<file path="src/rtl/fetch_buffer_if.sv">
// fetch_buffer_if: instruction-memory request/response bus and decode-side
// valid/ready handshake of the fetch buffer.
//   imem_req_o/imem_addr_o/imem_gnt_i        request channel (in-order)
//   imem_rvalid_i/imem_rdata_i               response channel (in-order)
//   id_valid_o/id_instr_o/id_pc_o/id_ready_i decode handshake
// Modports: master = fetch buffer side, slave = memory/decode side.
interface fetch_buffer_if #(
    parameter int XLEN = 32
);
    logic            imem_req_o;
    logic [XLEN-1:0] imem_addr_o;
    logic            imem_gnt_i;
    logic            imem_rvalid_i;
    logic [XLEN-1:0] imem_rdata_i;
    logic            id_valid_o;
    logic [XLEN-1:0] id_instr_o;
    logic [XLEN-1:0] id_pc_o;
    logic            id_ready_i;

    modport master (
        output imem_req_o, imem_addr_o,
        input  imem_gnt_i, imem_rvalid_i, imem_rdata_i,
        output id_valid_o, id_instr_o, id_pc_o,
        input  id_ready_i
    );

    modport slave (
        input  imem_req_o, imem_addr_o,
        output imem_gnt_i, imem_rvalid_i, imem_rdata_i,
        input  id_valid_o, id_instr_o, id_pc_o,
        output id_ready_i
    );
endinterface

</file>
<file path="src/rtl/fetch_buffer.sv">
// fetch_buffer: instruction-fetch stage between the PC register and decode.
// Issues in-order requests for pc_i, pairs each response with its PC and
// queues the pair for decode. Requests are credit-limited so that queued
// plus live outstanding instructions never exceed DEPTH.
// Ports:
//   clk, rst  clock, asynchronous active-high reset
//   pc_i      current PC from the PC register
//   stall_o   holds the PC register (low when a request is accepted or on flush)
//   flush_i   redirect pulse: clears queue, drops outstanding responses
//   bus       fetch_buffer_if.master (imem request/response, decode handshake)
// Optional feature macro: FETCH_BYPASS_EN -- when defined, a response that
// arrives while the queue is empty is presented to decode in the same cycle.
module fetch_buffer #(
    parameter int DEPTH = 4,
    parameter int XLEN  = 32
) (
    input  logic            clk,
    input  logic            rst,
    input  logic [XLEN-1:0] pc_i,
    output logic            stall_o,
    input  logic            flush_i,
    fetch_buffer_if.master  bus
);
    localparam int AW = $clog2(DEPTH);
    localparam int CW = AW + 1;

    typedef logic [AW-1:0] ptr_t;
    typedef logic [CW-1:0] cnt_t;

    localparam logic [CW:0] DEPTH_C = (CW+1)'(DEPTH);

    // decode queue
    logic [XLEN-1:0] q_pc    [DEPTH];
    logic [XLEN-1:0] q_instr [DEPTH];
    ptr_t            q_rd, q_wr;
    cnt_t            q_cnt;

    // PCs of accepted requests awaiting their response
    logic [XLEN-1:0] p_pc [DEPTH];
    ptr_t            p_rd, p_wr;

    cnt_t inflight;   // all outstanding requests, old stream included
    cnt_t drop_cnt;   // outstanding requests belonging to a flushed stream

    cnt_t        live_inflight;
    logic [CW:0] credit_used;
    logic        req, accept, rsp_keep, q_empty, bypass, push, pop;

    always_comb begin
        live_inflight = inflight - drop_cnt;
        credit_used   = {1'b0, q_cnt} + {1'b0, live_inflight};
        req           = !rst && !flush_i && (credit_used < DEPTH_C);
        accept        = req && bus.imem_gnt_i;
        // Reset holds the PC; a flush must let the PC load the target.
        stall_o       = rst || (!flush_i && !accept);
        rsp_keep      = bus.imem_rvalid_i && (drop_cnt == '0) && !flush_i;
        q_empty       = (q_cnt == '0);
`ifdef FETCH_BYPASS_EN
        bypass        = !rst && rsp_keep && q_empty;
`else
        bypass        = 1'b0;
`endif
        pop           = !q_empty && bus.id_ready_i;
        // A bypassed response consumed this cycle never enters the queue.
        push          = rsp_keep && !(bypass && bus.id_ready_i);
    end

    assign bus.imem_req_o  = req;
    assign bus.imem_addr_o = pc_i;
    assign bus.id_valid_o  = !q_empty || bypass;
    assign bus.id_instr_o  = bypass ? bus.imem_rdata_i : q_instr[q_rd];
    assign bus.id_pc_o     = bypass ? p_pc[p_rd]       : q_pc[q_rd];

    always_ff @(posedge clk or posedge rst) begin
        if (rst) begin
            for (int i = 0; i < DEPTH; i++) begin
                q_pc[i]    <= '0;
                q_instr[i] <= '0;
                p_pc[i]    <= '0;
            end
            q_rd     <= '0;
            q_wr     <= '0;
            q_cnt    <= '0;
            p_rd     <= '0;
            p_wr     <= '0;
            inflight <= '0;
            drop_cnt <= '0;
        end else begin
            inflight <= inflight + cnt_t'(accept) - cnt_t'(bus.imem_rvalid_i);
            if (flush_i) begin
                // No request is accepted in a flush cycle, so everything
                // still outstanding after this edge belongs to the old stream.
                q_rd     <= '0;
                q_wr     <= '0;
                q_cnt    <= '0;
                p_rd     <= '0;
                p_wr     <= '0;
                drop_cnt <= inflight - cnt_t'(bus.imem_rvalid_i);
            end else begin
                if (bus.imem_rvalid_i && (drop_cnt != '0))
                    drop_cnt <= drop_cnt - cnt_t'(1);
                if (push) begin
                    q_pc[q_wr]    <= p_pc[p_rd];
                    q_instr[q_wr] <= bus.imem_rdata_i;
                    q_wr          <= q_wr + ptr_t'(1);
                end
                if (pop)
                    q_rd <= q_rd + ptr_t'(1);
                q_cnt <= q_cnt + cnt_t'(push) - cnt_t'(pop);
                if (accept) begin
                    p_pc[p_wr] <= pc_i;
                    p_wr       <= p_wr + ptr_t'(1);
                end
                if (rsp_keep)
                    p_rd <= p_rd + ptr_t'(1);
            end
        end
    end
endmodule

</file>
<file path="src/flat_wrapper.sv">
// flat-port wrapper written by rule: the top's interface ports become plain ports
module fetch_buffer_flat 
#(
    parameter int DEPTH = 4,
    parameter int XLEN  = 32
)
  (clk, rst, pc_i, stall_o, flush_i, bus_imem_req_o, bus_imem_addr_o, bus_imem_gnt_i, bus_imem_rvalid_i, bus_imem_rdata_i, bus_id_valid_o, bus_id_instr_o, bus_id_pc_o, bus_id_ready_i);
  fetch_buffer_if #(.XLEN(XLEN)) bus_i ();
  input  logic clk;
  input  logic rst;
  input  logic [XLEN-1:0] pc_i;
  output logic stall_o;
  input  logic flush_i;
  output wire logic [$bits(bus_i.imem_req_o)-1:0] bus_imem_req_o;
  output wire logic [$bits(bus_i.imem_addr_o)-1:0] bus_imem_addr_o;
  input wire logic [$bits(bus_i.imem_gnt_i)-1:0] bus_imem_gnt_i;
  input wire logic [$bits(bus_i.imem_rvalid_i)-1:0] bus_imem_rvalid_i;
  input wire logic [$bits(bus_i.imem_rdata_i)-1:0] bus_imem_rdata_i;
  output wire logic [$bits(bus_i.id_valid_o)-1:0] bus_id_valid_o;
  output wire logic [$bits(bus_i.id_instr_o)-1:0] bus_id_instr_o;
  output wire logic [$bits(bus_i.id_pc_o)-1:0] bus_id_pc_o;
  input wire logic [$bits(bus_i.id_ready_i)-1:0] bus_id_ready_i;
  assign bus_imem_req_o = bus_i.imem_req_o;
  assign bus_imem_addr_o = bus_i.imem_addr_o;
  assign bus_i.imem_gnt_i = bus_imem_gnt_i;
  assign bus_i.imem_rvalid_i = bus_imem_rvalid_i;
  assign bus_i.imem_rdata_i = bus_imem_rdata_i;
  assign bus_id_valid_o = bus_i.id_valid_o;
  assign bus_id_instr_o = bus_i.id_instr_o;
  assign bus_id_pc_o = bus_i.id_pc_o;
  assign bus_i.id_ready_i = bus_id_ready_i;
  fetch_buffer #(.DEPTH(DEPTH), .XLEN(XLEN)) u_core (.clk(clk), .rst(rst), .pc_i(pc_i), .stall_o(stall_o), .flush_i(flush_i), .bus(bus_i));
endmodule
</file>
<file path="config.mk">
export PLATFORM = sky130hd
export DESIGN_NAME = fetch_buffer_flat
export DESIGN_NICKNAME = d
export VERILOG_FILES = /design/src/rtl/fetch_buffer_if.sv /design/src/rtl/fetch_buffer.sv /design/src/flat_wrapper.sv
export SDC_FILE = /design/constraint.sdc
export NUM_CORES = 1
export LEC_CHECK = 0
export BUFFER_PORTS_ARGS = -buffer_cell sky130_fd_sc_hd__buf_2
export CAP_MARGIN = 0
export CORE_UTILIZATION = 40
export DETAILED_ROUTE_END_ITERATION = 10
export SLEW_MARGIN = 10
export SYNTH_ARGS = -nofsm -noshare
export SYNTH_HDL_FRONTEND = slang
export SYNTH_SLANG_ARGS = --single-unit
</file>
<file path="constraint.sdc">
create_clock -name clk -period 16.5 [get_ports clk]
set_input_delay 2.475 -clock clk [delete_from_list [all_inputs] [get_ports clk]]
set_output_delay 2.475 -clock clk [all_outputs]
set_load 0.01 [all_outputs]
</file>
==> impl.org, run 1 <==
** Placed design
- Post-placement cell count :: roughly 1800
- Routability-driven placement finished with a final weighted congestion of between 0.6 and 0.7.
- The wire-length estimate of the detail-placed layout is 22380 µm.
- Count of input and output buffers :: 168

** Logic synthesis
- Cell count after synthesis :: 1071
- In the synthesized netlist the dominant register cell turns out to be dfrtp_1.
- Top cell type by total area after synthesis :: dfrtp_1
- Summing the sequential cell areas from Yosys gives 54.58% of the chip area.
- Number of flip-flops and latches in the synthesized netlist :: about 400
- Post-synth top area share :: 54.58%
- Net count of the mapped netlist :: around 1200
- Biggest area contributors in the synthesized netlist :: dfrtp_1 55%, mux2_2 15%, mux4_2 12%
- Leading post-synthesis cells by instance count :: 401 x dfrtp_1, 244 x mux2_2, 120 x mux2_4
- Cell variety after synth :: 33
- Async SR Flop Fraction :: 100.0%
- dfrtp_1 is the most common cell in the netlist.
- In this run the mean area of a mapped cell was 17.17 µm².
- Synthesized area :: 18390 µm²
- Yosys warning count :: 0
- Yosys mapped a number of flops with a built-in enable equal to 0.

** Floorplan
- In this run the count of I/O pins placed on the die edge is 169.
- The floorplan step set the die height to 216.4 µm.
- Core Region :: 45380 µm²
- The initial utilization of the core area, before any placement, comes to 40.51%.
- Die Area :: between 40000 and 50000 µm²
- After floorplanning, the core was divided into 78 placement rows.
- Horizontal extent of the die :: 216.4 µm

** Critical path
- Number of buffer and inverter instances along the worst setup path :: 2
- The worst setup path is captured at an output pin.
- Among the stages of the critical path, the cell type that occurs most often is buf_2.
- Reg-to-reg critical path startpoint :: u_core.inflight[0]
- Critical path data required time :: approximately 14 ns
- The critical path starts at flush_i.
- On the critical path, the stage with the largest delay is an instance of and4_1.
- CP startpoint kind :: primary input
- For flop-to-flop paths, the worst setup slack is 13.15 ns.
- Ordered list of cells on the worst path :: buf_2, nor3_2, and4_1, o21ai_0, buf_2
- In this run the worst path has a maximum fanout of 18.
- Data on the critical path arrives at its endpoint at 3.86 ns.
- For this run, the slowest stage of the critical path takes 0.61 ns.
- The worst setup path is of the primary input to output pin kind.
- Category of cells accounting for the largest share of critical-path delay :: simple AND/OR/NAND/NOR gates

** GRT
- Global-route track usage on met2 :: between 20% and 30%
- Summed over all layers, the global routing overflow is 0.
- Entering global routing, the biggest net connects 120 pins.
- Antenna violations before repair :: 0
- Global routing consumed, on the met1 layer, 23.56% of the routing resources.
- The via count of the first global-routing pass came to 10320.
- First-pass GRT wire length :: 61400 µm
- Met3 capacity usage during global routing :: about 3.3%
- Overall Global Routing Usage :: 16.82%
- Routing layer with the top usage in global route :: met2

** Worst hold path
- The startpoint identified for the worst hold timing path is u_core.q_instr[35].
- Hold WC Path Type :: register to register

** STA
- Setup total negative slack on the finished layout was measured at 0 ns.
- Worst-margin pin slew :: between 1 and 1.5 ns
- The number of max-slew violations in the final report was 0.
- Number of hold violations in the final report :: 0
- Setup violations remaining at the end of the flow were counted as 0.
- The clock period could shrink to ~6.3 ns.
- Largest clock skew in the final design :: 0.01653 ns
- Measured against its own limit, the worst slew margin works out to 30.28%.
- Final critical-path share of the clock period :: between 30% and 40%
- For this run, the top clock speed supported by timing is 158.0 MHz.
- Setup repair after global routing left no endpoint under its margin.

** Route
- TritonRoute pass-1 iters :: 4
- For this block, the via count after detailed routing is 9494.
- Routed wire length per instance :: 20.70 µm
- Using the TritonRoute via totals, the vias-per-cell ratio works out to between 5 and 6.
- The detail route stage leaves a number of antenna-violating nets equal to 0.
- The routed design has roughly 38000 µm of wire.
- For this block, the initial DRC count from the detailed router was 432.
- Total DRC errors in the routed layout :: 0

** Job
- Across the run, the number of max-cap violations was 0.

** Clock network
- Htree depth :: 2
- Total CTS buffers :: 44
- Hold repair after CTS inserted 0 buffers.
- Worst-skew pair later-pin latency :: roughly 0.57 ns
- In this run, post-CTS repair resized a total of 0 instances.
- Clock transition time at the flip-flop clock pins of the worst setup and hold paths :: 0.06 ns
- The number of setup buffers added after CTS is 0.
- Clk Tree Root Cell :: clkbuf_16
- TritonCTS built the clock tree.
- Clock net sink count :: 401
- The longest clock path from root to sink contains 3 buffers.

** Cells and area
- Final net count :: approximately 1300
- After the flow finishes, the layout carries non-filler instances totaling 1839.
- In the final layout, the share of cells above drive strength 1 is 58.43%.
- Cells fill between 40 and 50% of the core in the end.
- 0 antenna diodes ended up in the layout.
- Growth of design area from synthesis to finish :: 13.94%

** Power and ir drop
- VDD sags by at most 0.00007587 V.
- Power Total :: 0.003301 W
- Static leakage :: around 11 nW
- For this design the ratio of total power to cell area is 157.6 nW/µm².

** Status
- Status :: complete, no violations
## cell type report
cell class                      count  area [µm²]
Clock buffer                       71        1343
Clock inverter                     11       135.1
Fill cell                        3948       24430
Inverter                           20       82.58
Multi-Input combinational cell    557        7670
Sequential cell                   401       10040
Tap cell                          600       750.7
Timing Repair Buffer              179       923.4
## per-stage QoR
stage                     setup WS (ns)  hold WS (ns)  cell area (µm²)
after CTS                         10.13        0.4888            20950
after detailed placement          10.13        0.4755            19470
final                             10.17        0.4832            20950
after global routing              10.04        0.5059            20950
after global placement            10.13        0.4683            19470
after floorplan                   1.510        0.4587            18390
## where the power goes
part           internal, W  total (W)  switching [W]  leakage (nW)
clock             0.000591   0.000992       0.000401         0.731
combinational     0.000549   0.000965       0.000416          4.41
sequential         0.00120    0.00134       0.000143          5.40
total              0.00234    0.00330       0.000960          10.5
## layer usage
metal | vias to the layer above | part of all wire (%)
li1 | 4174 | -
met1 | 5120 | 47
met2 | 151 | 48
met3 | 49 | 4.1
met4 | 0 | 1.7
met5 | - | 0
## registers in the layout (all words and copies together) (netlist names)
| name | flops |
|---|---|
| u_core.q_instr | 128 |
| u_core.p_pc | 128 |
| u_core.q_rd | 2 |
| u_core.p_wr | 2 |
| u_core.q_pc | 128 |
| u_core.q_wr | 2 |
| u_core.inflight | 3 |
| u_core.q_cnt | 3 |
| u_core.drop_cnt | 3 |
| u_core.p_rd | 2 |
## path summary, 6_finish.rpt
path,to,cells past startpoint
setup / recovery,stall_o,5
hold / removal,u_core.q_instr[35],1
setup reg to reg,u_core.p_pc[72],10
hold reg to reg,u_core.q_instr[35],1
max in group asynchronous,u_core.q_pc[51],5
min in group asynchronous,u_core.q_cnt[2],2
## placed cells by master (no fill, tap or decap), drive strengths merged
master	n
clkinv	7
ha	19
o21ai	3
o211ai	1
mux2i	3
nand2	11
mux2	386
xor2	5
or3	1
nand3b	2
bufinv	2
xnor2	9
and3	1
o31a	1
o31ai	1
dfrtp	401
mux4	96
nor2	11
fa	3
and4	1
inv	22
clkbuf	71
nor2b	2
nor3	1
buf	179
## cells by family after synthesis
family | synth area share (%)
compound gates | 0.2110
simple gates | 1.096
xor+xnor | 0.6670
mux | 38.02
buf+inv | 3.811
fa+ha+maj | 1.620
flops | 54.58
(Power assumes the default switching activity.)
==> run 2, diff against run 1 <==
Settings changed: ABC_AREA set to 1.
Clock period 16.5 ns to 6.44 ns, I/O delays scaled along.
==> impl.org, run 2 <==
** Logic synthesis
- Cell count after synthesis :: 2207 (+110%)
- Number of flip-flops and latches in the synthesized netlist :: 401 (unchanged)
- Yosys warning count :: 0 (unchanged)
- Register area share after synthesis :: 54.12% (-0.46 points)
- Most common cell in the netlist :: nand2_1
- Most used flip-flop cell after synthesis :: dfrtp_1
- After synthesis, the cell types taking the most area are dfrtp_1 54%, nand2_1 14%, o21ai_0 10%.
- Synthesized area :: 18540 µm² (+0.86%)
- Async SR Flop Fraction :: 100.0% (unchanged)
- Leading post-synthesis cells by instance count :: 695 x nand2_1, 401 x dfrtp_1, 373 x o21ai_0
- The share of the synthesized area in the top cell type is 54.12% (-0.46 points).
- The count of flip-flops with a built-in enable after synthesis was 0 (unchanged).
- Top cell type by total area after synthesis :: dfrtp_1
- Cell variety after synth :: 29 (-12%)
- Post-synthesis area per instance :: 8.402 µm² (-51%)
- The number of nets produced by synthesis is 2299 (+98%).

** Job
- The max-cap violation count is 0 (unchanged).

** Placed design
- The weighted congestion reported at the end of routability-driven placement is 0.7597 (+10%).
- The final HPWL from detailed placement is 27630 µm (+23%).
- The number of input and output port buffers inserted came to 168 (unchanged).
- The instance area at placement was 19270 µm² (-1.0%).

** Route
- Remaining number of nets flagged by the antenna check after routing :: 0 (unchanged)
- Number of DRC markers in iteration 0 :: 1405 (+230%)
- The average wire per standard cell came to 17.45 µm (-16%).
- Avg Vias per Cell :: 5.382 (+4.3%)
- The number of vias after detailed routing came to 15380 (+62%).
- Total DRC errors in the routed layout :: 0 (unchanged)
- The number of iterations in the first detailed-routing pass was 7 (+3).
- DRT Wirelength :: 49870 µm (+31%)

** Floorplan
- The floorplan die area was 47220 µm² (+0.85%).
- The effective utilization at floorplan was 40.69% (+0.17 points).
- The die outline height was 217.3 µm (+0.42%).
- The row count came to 78 (unchanged).
- The area inside the core boundary came to 45580 µm² (+0.43%).
- The number of top-level pins is 169 (unchanged).
- Horizontal extent of the die :: 217.3 µm (+0.42%)

** STA
- The total negative slack for setup checks came to 0 ns (unchanged).
- The number of failing hold endpoints at the final stage is 0 (unchanged).
- The relative max-transition margin is 30.54% (+0.26 points).
- Worst-margin pin slew :: 1.042 ns (-0.003918 ns)
- Max Transition Viols Final :: 0 (unchanged)
- Largest clock skew in the final design :: 0.02190 ns (+0.005367 ns)
- Setup repair after global routing left no endpoint under its margin.
- Final setup fails :: 0 (unchanged)
- The worst path uses 67.51% of the clock period.
- After layout, the minimum clock period comes to 4.348 ns.
- Based on the critical path, the design can be clocked at up to approximately 230 MHz.

** Critical path
- Worst setup path class :: register to output pin
- CP startpoint kind :: register
- The worst-case reg-to-reg path depth was 11 (+1).
- Critical path data required time :: 5.47 ns (-8.56 ns)
- Start point of the critical path :: u_core.q_rd[0]
- The worst setup path is captured at an output pin.
- Critical Path Sink :: bus_id_pc_o[22]
- In this run the critical register-to-register path is captured at u_core.p_pc[120].
- The worst endpoint data arrival time was 3.38 ns (-0.48 ns).
- Reg-to-reg critical path startpoint :: u_core.inflight[0]
- The maximum net fanout on the critical path came to 70 (+52).
- The register-to-register path setup slack was 2.66 ns (-10.49 ns).

** Cells and area
- Leading cell type in the layout, fill and taps excluded :: nand2_1
- Post-route cell area :: 20690 µm² (-1.2%)
- The area taken by flip-flops and latches is 10040 µm² (about the same).
- Leading registers by flop count :: u_core.p_pc x128, u_core.q_instr x128, u_core.q_pc x128
- Total inserted antenna cells :: 0 (unchanged)
- Filler cells :: 4420 (+12%)
- Leading cell types in the layout, fill and taps excluded :: 691 x nand2_1, 398 x dfrtp_1, 373 x o21ai_0
- The total number of nets in the final design came to 2320 (+79%).
- Growth of design area from synthesis to finish :: 11.59%
- The ratio of cells with drive above 1 in the final layout came to 12.31% (-46 points).
- Area of the multi-input gates :: 7244 µm² (-5.5%)

** Status
- Status :: complete, no violations

** Clock network
- Bufs on Longest Clock Path :: 3 (unchanged)
- The total number of clock tree sinks came to 401 (unchanged).
- The deepest level of the CTS H-tree came to 2 (unchanged).
- Post-cts repair resize count :: 0 (unchanged)
- The clock latency on the worst-skew pair is 0.55 ns (-0.02 ns).
- Clock transition time at the flip-flop clock pins of the worst setup and hold paths :: 0.06 ns (about the same)
- The cts-stage hold buffer count was 0 (unchanged).
- Postcts setup bufs :: 0 (unchanged)
- Clk Tree Root Cell :: clkbuf_16
- Clock tree from TritonCTS :: done
- Total CTS buffers :: 44 (unchanged)

** Power and ir drop
- The cell leakage power came to 10.23 nW (-3.0%).
- The total power divided by cell area came to 419.6 nW/µm² (+170%).
- The maximum ir drop on the vdd rail is 0.0002119 V (+180%).

** Worst hold path
- Hold WC Path Type :: primary input to asynchronous set/reset pin

** GRT
- Antenna violations before repair :: 0 (unchanged)
- The largest net degree at the start of global routing is 175 (+46%).
- The overflow left after global routing is 0 (unchanged).
- Overall Global Routing Usage :: 21.24% (+4.4 points)
- First-pass GRT wire length :: 80380 µm (+31%)
- Via count of the first global-routing pass :: 14610 (+42%)
[run 2: worst min-delay path by stage]
stage / startpoint / end / slack [ns] / depth (start not counted)
finish: rst / u_core.q_pc[8] / 0.45 / 2
global route: u_core.p_pc[92] / u_core.p_pc[92] / 0.48 / 2
CTS: u_core.p_pc[88] / u_core.p_pc[88] / 0.47 / 2
detailed placement: u_core.p_pc[88] / u_core.p_pc[88] / 0.46 / 2
global placement: u_core.p_pc[104] / u_core.p_pc[104] / 0.45 / 2
floorplan: u_core.p_pc[94] / u_core.p_pc[94] / 0.44 / 2
[run 2: cells by family (layout without fill, tap and decap cells)]
group,count (synthesis),count (layout),synth area share [%]
DFF,401,401,54.12
xor gates and xnor gates,7,7,0.3306
buffers and inverters,272,323,7.071
and+or+nand+nor,1044,1044,23.97
AOI/OAI and AO/OA,461,461,12.90
adders and majority gates,22,22,1.606
[run 2: layout make-up]
type                            count  share of cell area, %
Clock inverter                     12                 0.6530
Timing Repair Buffer              185                  4.753
Inverter                           62                  1.209
Sequential cell                   401                  48.52
Clock buffer                       64                  6.222
Multi-Input combinational cell   1534                  35.01
Tap cell                          600                  3.628
[run 2: power breakdown]
part	switching, W	leakage [nW]	total, W	internal (W)
logic	0.00192	4.06	0.00288	0.000955
registers	0.000300	5.46	0.00331	0.00301
clock network	0.000998	0.709	0.00250	0.00150
total	0.00322	10.2	0.00868	0.00546
[run 2: stage by stage]
stage / total power [W] / cells / hold slack (ns) / utilization [%] / worst slack, ns
final: 0.008683 / 2858 / 0.4541 / 45.40 / 2.092
after global routing: 0.009251 / 2858 / 0.4843 / 45.40 / 1.845
after CTS: 0.008763 / 2858 / 0.4731 / 45.40 / 2.098
after detailed placement: 0.006243 / 2782 / 0.4582 / 42.28 / 2.621
after global placement: 0.006175 / 2782 / 0.4536 / 42.28 / 2.694
after floorplan: 0.005248 / 2207 / 0.4417 / - / 0.8005
[run 2: worst max-delay path: stages (launching register included)]
cell      delay, ns
dfrtp_4        0.79
clkinv_2       0.93
buf_4          0.57
o21ai_0        0.22
o22ai_1        0.11
buf_2          0.15
[run 2: routing by layer]
layer / vias up / share of wire, % / global-route usage (%)
li1: 7348 / - / -
met1: 7560 / 47 / 30.76
met2: 418 / 46 / 33.86
met3: 56 / 5.0 / 2.530
met4: 0 / 1.6 / 5.070
met5: - / 0 / 0
